`config.mk`:
```
export PLATFORM = sky130hd
export DESIGN_NAME = word_block_serializer_flat
export DESIGN_NICKNAME = d
export VERILOG_FILES = /design/src/rtl/word_block_serializer_if.sv /design/src/rtl/word_block_serializer.sv /design/src/flat_wrapper.sv
export SDC_FILE = /design/constraint.sdc
export NUM_CORES = 1
export LEC_CHECK = 0
export CAP_MARGIN = 30
export CORE_MARGIN = 4
export CORE_UTILIZATION = 60
export CTS_CLUSTER_DIAMETER = 150
export DETAILED_ROUTE_END_ITERATION = 6
export PLACE_DENSITY = 0.93
export SYNTH_ARGS = -nofsm -noshare
export SYNTH_HDL_FRONTEND = slang
export SYNTH_SLANG_ARGS = --single-unit
```
`constraint.sdc`:
```
create_clock -name i_clk -period 9.5 [get_ports i_clk]
set_input_delay 1.425 -clock i_clk [delete_from_list [all_inputs] [get_ports i_clk]]
set_output_delay 1.425 -clock i_clk [all_outputs]
set_load 0.02 [all_outputs]
```
`src/rtl/word_block_serializer_if.sv`:
```
// Handshake bundle for the word block serializer:
// parallel block load in, addressed serial words out.
interface word_block_serializer_if #(
  parameter int WORD_SIZE = 16
);
  logic [WORD_SIZE-1:0] i_word0;
  logic [WORD_SIZE-1:0] i_word1;
  logic [WORD_SIZE-1:0] i_word2;
  logic [WORD_SIZE-1:0] i_word3;
  logic                 i_load;
  logic                 o_load_ready;
  logic [WORD_SIZE-1:0] o_word;
  logic [1:0]           o_address;
  logic                 o_valid;
  logic                 i_ready;
  logic                 o_last;
  logic                 o_block_done;

  modport master (
    output i_word0,
    output i_word1,
    output i_word2,
    output i_word3,
    output i_load,
    output i_ready,
    input  o_load_ready,
    input  o_word,
    input  o_address,
    input  o_valid,
    input  o_last,
    input  o_block_done
  );

  modport slave (
    input  i_word0,
    input  i_word1,
    input  i_word2,
    input  i_word3,
    input  i_load,
    input  i_ready,
    output o_load_ready,
    output o_word,
    output o_address,
    output o_valid,
    output o_last,
    output o_block_done
  );
endinterface

```
`src/rtl/word_block_serializer.sv`:
```
// Parallel 4-word block in, one addressed word per handshake out.
// Active + pending slots let back-to-back blocks stream without a gap.
module word_block_serializer #(
  parameter int WORD_SIZE = 16
) (
  input logic                   i_clk,
  input logic                   i_rst,
  word_block_serializer_if.slave bus
);

  typedef enum logic {
    IDLE,
    STREAM
  } state_t;

  typedef logic [3:0][WORD_SIZE-1:0] blk_t;

  state_t     state;
  state_t     state_n;
  blk_t       act;
  blk_t       act_n;
  blk_t       pend;
  blk_t       pend_n;
  blk_t       blk_in;
  logic       pend_full;
  logic       pend_full_n;
  logic [1:0] idx;
  logic [1:0] idx_n;
  logic       hs;
  logic       load_acc;
  logic       last_hs;
  logic       stream_n;

  assign blk_in   = {bus.i_word3, bus.i_word2,
                     bus.i_word1, bus.i_word0};
  assign hs       = (state == STREAM) && bus.i_ready;
  assign load_acc = bus.i_load && !pend_full;
  assign last_hs  = hs && (idx == 2'd3);
  assign stream_n = (state_n == STREAM);

  always_comb begin
    state_n     = state;
    act_n       = act;
    pend_n      = pend;
    pend_full_n = pend_full;
    idx_n       = idx;
    unique case (state)
      IDLE: begin
        if (load_acc) begin
          act_n   = blk_in;
          idx_n   = 2'd0;
          state_n = STREAM;
        end
      end
      STREAM: begin
        // a load on the final handshake bypasses pending
        if (load_acc && !last_hs) begin
          pend_n      = blk_in;
          pend_full_n = 1'b1;
        end
        if (hs) begin
          if (idx != 2'd3) begin
            idx_n = idx + 2'd1;
          end else if (pend_full) begin
            act_n       = pend;
            pend_full_n = 1'b0;
            idx_n       = 2'd0;
          end else if (load_acc) begin
            act_n = blk_in;
            idx_n = 2'd0;
          end else begin
            state_n = IDLE;
          end
        end
      end
      default: state_n = IDLE;
    endcase
  end

  always_ff @(posedge i_clk or posedge i_rst) begin
    if (i_rst) begin
      state            <= IDLE;
      act              <= '0;
      pend             <= '0;
      pend_full        <= 1'b0;
      idx              <= 2'd0;
      bus.o_valid      <= 1'b0;
      bus.o_word       <= '0;
      bus.o_address    <= 2'd0;
      bus.o_last       <= 1'b0;
      bus.o_block_done <= 1'b0;
      bus.o_load_ready <= 1'b1;
    end else begin
      state            <= state_n;
      act              <= act_n;
      pend             <= pend_n;
      pend_full        <= pend_full_n;
      idx              <= idx_n;
      bus.o_valid      <= stream_n;
      bus.o_word       <= stream_n ? act_n[idx_n] : '0;
      bus.o_address    <= stream_n ? idx_n : 2'd0;
      bus.o_last       <= stream_n && (idx_n == 2'd3);
      bus.o_block_done <= last_hs;
      bus.o_load_ready <= !pend_full_n;
    end
  end

endmodule
```
`src/flat_wrapper.sv`:
```
// flat-port wrapper written by rule: the top's interface ports become plain ports
module word_block_serializer_flat 
#(
  parameter int WORD_SIZE = 16
)
  (i_clk, i_rst, bus_i_word0, bus_i_word1, bus_i_word2, bus_i_word3, bus_i_load, bus_i_ready, bus_o_load_ready, bus_o_word, bus_o_address, bus_o_valid, bus_o_last, bus_o_block_done);
  word_block_serializer_if #(.WORD_SIZE(WORD_SIZE)) bus_i ();
  input logic i_clk;
  input logic i_rst;
  input wire logic [$bits(bus_i.i_word0)-1:0] bus_i_word0;
  input wire logic [$bits(bus_i.i_word1)-1:0] bus_i_word1;
  input wire logic [$bits(bus_i.i_word2)-1:0] bus_i_word2;
  input wire logic [$bits(bus_i.i_word3)-1:0] bus_i_word3;
  input wire logic [$bits(bus_i.i_load)-1:0] bus_i_load;
  input wire logic [$bits(bus_i.i_ready)-1:0] bus_i_ready;
  output wire logic [$bits(bus_i.o_load_ready)-1:0] bus_o_load_ready;
  output wire logic [$bits(bus_i.o_word)-1:0] bus_o_word;
  output wire logic [$bits(bus_i.o_address)-1:0] bus_o_address;
  output wire logic [$bits(bus_i.o_valid)-1:0] bus_o_valid;
  output wire logic [$bits(bus_i.o_last)-1:0] bus_o_last;
  output wire logic [$bits(bus_i.o_block_done)-1:0] bus_o_block_done;
  assign bus_i.i_word0 = bus_i_word0;
  assign bus_i.i_word1 = bus_i_word1;
  assign bus_i.i_word2 = bus_i_word2;
  assign bus_i.i_word3 = bus_i_word3;
  assign bus_i.i_load = bus_i_load;
  assign bus_i.i_ready = bus_i_ready;
  assign bus_o_load_ready = bus_i.o_load_ready;
  assign bus_o_word = bus_i.o_word;
  assign bus_o_address = bus_i.o_address;
  assign bus_o_valid = bus_i.o_valid;
  assign bus_o_last = bus_i.o_last;
  assign bus_o_block_done = bus_i.o_block_done;
  word_block_serializer #(.WORD_SIZE(WORD_SIZE)) u_core (.i_clk(i_clk), .i_rst(i_rst), .bus(bus_i));
endmodule
```
==> impl_metrics.py <==
metrics = {
    "yosys": {
        "yosysMostFrequentCell": "dfrtp_1",
        "synth_top_area_share_pct": 44.5,
        "synth_top_area_cell": "dfrtp_1",
        "async_flop_share_pct": 100,
        "synth_common_cells": "dfrtp_1, mux2_2, nand2_1, buf_2, nand2b_1",
        "synth_flop_cell": "dfrtp_1",
        "synth_nets": 880,
        "ys_ff_latch": 153,
        "yosysUniqueCellTypes": 48,
        "yosysWarnings": 0,
        "synthCells": 811,
        "synthTopCellsByArea": "dfrtp_1, mux2_2, and3b_1, nand2_1, a211oi_1",
        "synth_edf_count": 0,
        "syn_avg_cell_area_um2": 10.6,
        "synth_area_um2": 8560,
        "ys_seq_area_share_pct": 44.8,
    },
    "timing": {
        "period_share_pct": 46.8,
        "hold_violations": 0,
        "period_needed_ns": 4.44,
        "tns_ns": 0,
        "final_max_slew_viol_count": 0,
        "finClkSkew_ns": 0.0108,
        "setup_violations": 0,
        "worstMarginPinSlew_ns": 1.05,
        "rsz0062_at_grt": "no",
        "fmax_mhz": 225,
        "slew_headroom_pct": 30.2,
    },
    "clock_tree": {
        "cts_root_buffer": "clkbuf_16",
        "htreeDepth": 4,
        "clock_sink_count": 153,
        "cts_made_buffers": 17,
        "post_cts_buffers": 0,
        "cts_resized": 0,
        "cts_tree": "done",
        "clock_latency_ns": 0.43,
        "postCtsHoldBufs": 0,
        "clockBufferDepth": 2,
        "clk_pin_slew_ns": 0.06,
    },
    "critical_path": {
        "crit_fanout": 33,
        "required_ns": 9.81,
        "startpoint_type": "primary input",
        "cp_data_arrival_time_ns": 4.76,
        "end_kind": "flip-flop",
        "worst_setup_path_startpoint": "bus_i_ready",
        "critical_path_class": "primary input to flip-flop",
        "r2r_start": "u_core.bus.o_valid$_DFF_PP0_",
    },
    "pwr": {
        "power.density_nw_per_um2": 370,
        "switching_share_pct": 41.3,
        "seqPwrFrac_pct": 33.3,
        "p_sw_mw": 1.53,
        "internal_power_mw": 2.18,
        "power.total_mw": 3.71,
        "vdd_ir_drop_max_v": 0.000248,
        "clockPowerShare_pct": 18.5,
        "p_comb_share_pct": 48.2,
        "leakagePower_nw": 4.02,
    },
    "job": {
        "drv_cap": 0,
    },
    "floorplanning": {
        "core_um2": 13900,
        "die_area_um2": 16200,
        "floorplan.initialDensity_pct": 61.4,
        "io-pin-count": 90,
        "die_w_um": 127,
        "die_height_um": 127,
        "num_rows": 43,
    },
    "min_path": {
        "hp-start": "u_core.pend[55]$_DFFE_PP0P_",
        "hold_class": "flip-flop to flip-flop",
    },
    "drt": {
        "wire_per_inst_um": 22.2,
        "drc": 0,
        "via_count": 7114,
        "routed_wl_mm": 23.3,
        "detail-route-antenna-nets": 0,
        "vias_per_cell": 6.80,
        "drt_iter0_drc": 984,
        "drtPass1Iterations": 7,
    },
    "place": {
        "io_buffers": 89,
        "place_congestion": 0.823,
        "dp_hpwl_mm": 14.1,
        "place_area_um2": 9430,
    },
    "global_routing": {
        "grt.total_usage_pct": 29.1,
        "grt_max_degree": 98,
        "grt_pass1_wl_mm": 37.5,
        "grt_remaining_overflow": 0,
        "grt_pass1_vias": 7128,
        "grt_antenna_before_repair": 0,
    },
    "finish": {
        "nNetsFinal": 922,
        "syn2layout_area_growth_pct": 17.2,
        "final_layout_size_suffix_gt1_share_pct": 20.4,
        "antennaDiodeCount": 0,
        "finish.instance_area_um2": 10000,
    },
    "run_status": {
        "outcome": "completed",
    },
}
[layout make-up]
| type | count | area [µm²] |
|---|---|---|
| tap | 180 | 225 |
| inverter | 9 | 43.8 |
| timing repair buffer | 102 | 1050 |
| fill | 924 | 3910 |
| clock buffer | 22 | 474 |
| multi-input combinational | 570 | 4280 |
| clock inverter | 10 | 118 |
| sequential | 153 | 3840 |
[metal layers]
layer	vias up	global-route usage (%)	part of all wire (%)
met5	-	2.48	0.23
met4	2	11.7	3.4
met3	76	7.61	8.6
met2	400	47.4	49
met1	3542	36.9	39
li1	3094	-	-
[worst paths after layout]
check,endpoint,slack (ns),depth (start not counted)
min,u_core.pend[55]$_DFFE_PP0P_,0.49,1
max,u_core.bus.o_word[12]$_DFF_PP0_,5.06,8
max in group asynchronous,u_core.bus.o_last$_DFF_PP0_,6.99,4
min in group asynchronous,u_core.act[56]$_DFF_PP0_,1.47,2
min reg2reg,u_core.pend[55]$_DFFE_PP0P_,0.49,1
max reg2reg,u_core.bus.o_word[4]$_DFF_PP0_,6.09,7
[power by group through the flow]
stage	sequential (mW)	clock (mW)	combinational (mW)
6_report	1.24	0.685	1.79
5_1_grt	1.27	0.714	1.92
2_1_floorplan	1.18	0	1.30
3_3_place_gp	1.20	0	1.64
4_1_cts	1.22	0.688	1.76
3_5_place_dp	1.23	0	1.73
[stage by stage]
step	utilization, %	std cells	setup WS, ns	hold slack (ns)
3_5_place_dp	67.7	1014	4.73	0.482
3_3_place_gp	67.0	1010	4.55	0.454
5_1_grt	71.9	1046	4.84	0.502
4_1_cts	71.9	1046	5.11	0.497
6_report	71.9	1046	5.06	0.495
2_1_floorplan	-	811	3.96	0.441
[kinds of logic (layout without fill, tap and decap cells)]
| group | Yosys count | in the layout | synth area share [%] |
|---|---|---|---|
| AO/OA/AOI/OAI | 199 | 199 | 16.8 |
| adder cells (fa/ha/maj) | 1 | 1 | 0.146 |
| buffers and inverters | 88 | 143 | 5.50 |
| flip-flops | 153 | 153 | 44.8 |
| multiplexers | 113 | 113 | 14.6 |
| AND/OR/NAND/NOR | 257 | 257 | 18.2 |
[critical path: stages]
cell and delay (ns):
clkdlybuf4s50_1 1.07, nand2_2 0.43, buf_4 0.41, o21ai_4 0.54, buf_16 0.24, a221oi_1 0.14, a311oi_1 0.39, nor3_2 0.08
[flip-flops by register name (all words and copies together) (netlist names)]
register	count
u_core.act	64
u_core.pend	64
u_core.bus.o_word	16
u_core.bus.o_address	2
u_core.idx	2
u_core.bus.o_block_done	1
u_core.bus.o_last	1
u_core.bus.o_load_ready	1
u_core.bus.o_valid	1
u_core.pend_full	1
[cell usage in the layout, fill, tap and decap left out, drive strengths merged, types with 18 or more instances in the layout]
master | synthesis | final
a211oi | 34 | 34
a31oi | 33 | 33
and3b | 32 | 32
clkbuf | 23 | 22
clkdlybuf4s50 | 0 | 88
dfrtp | 152 | 152
mux2 | 95 | 95
mux2i | 18 | 18
nand2 | 76 | 76
nand2b | 36 | 36
nor2 | 31 | 31
nor3 | 29 | 29
o211ai | 32 | 32
o21ai | 35 | 35
No activity file was read; power rests on OpenSTA's default activity.
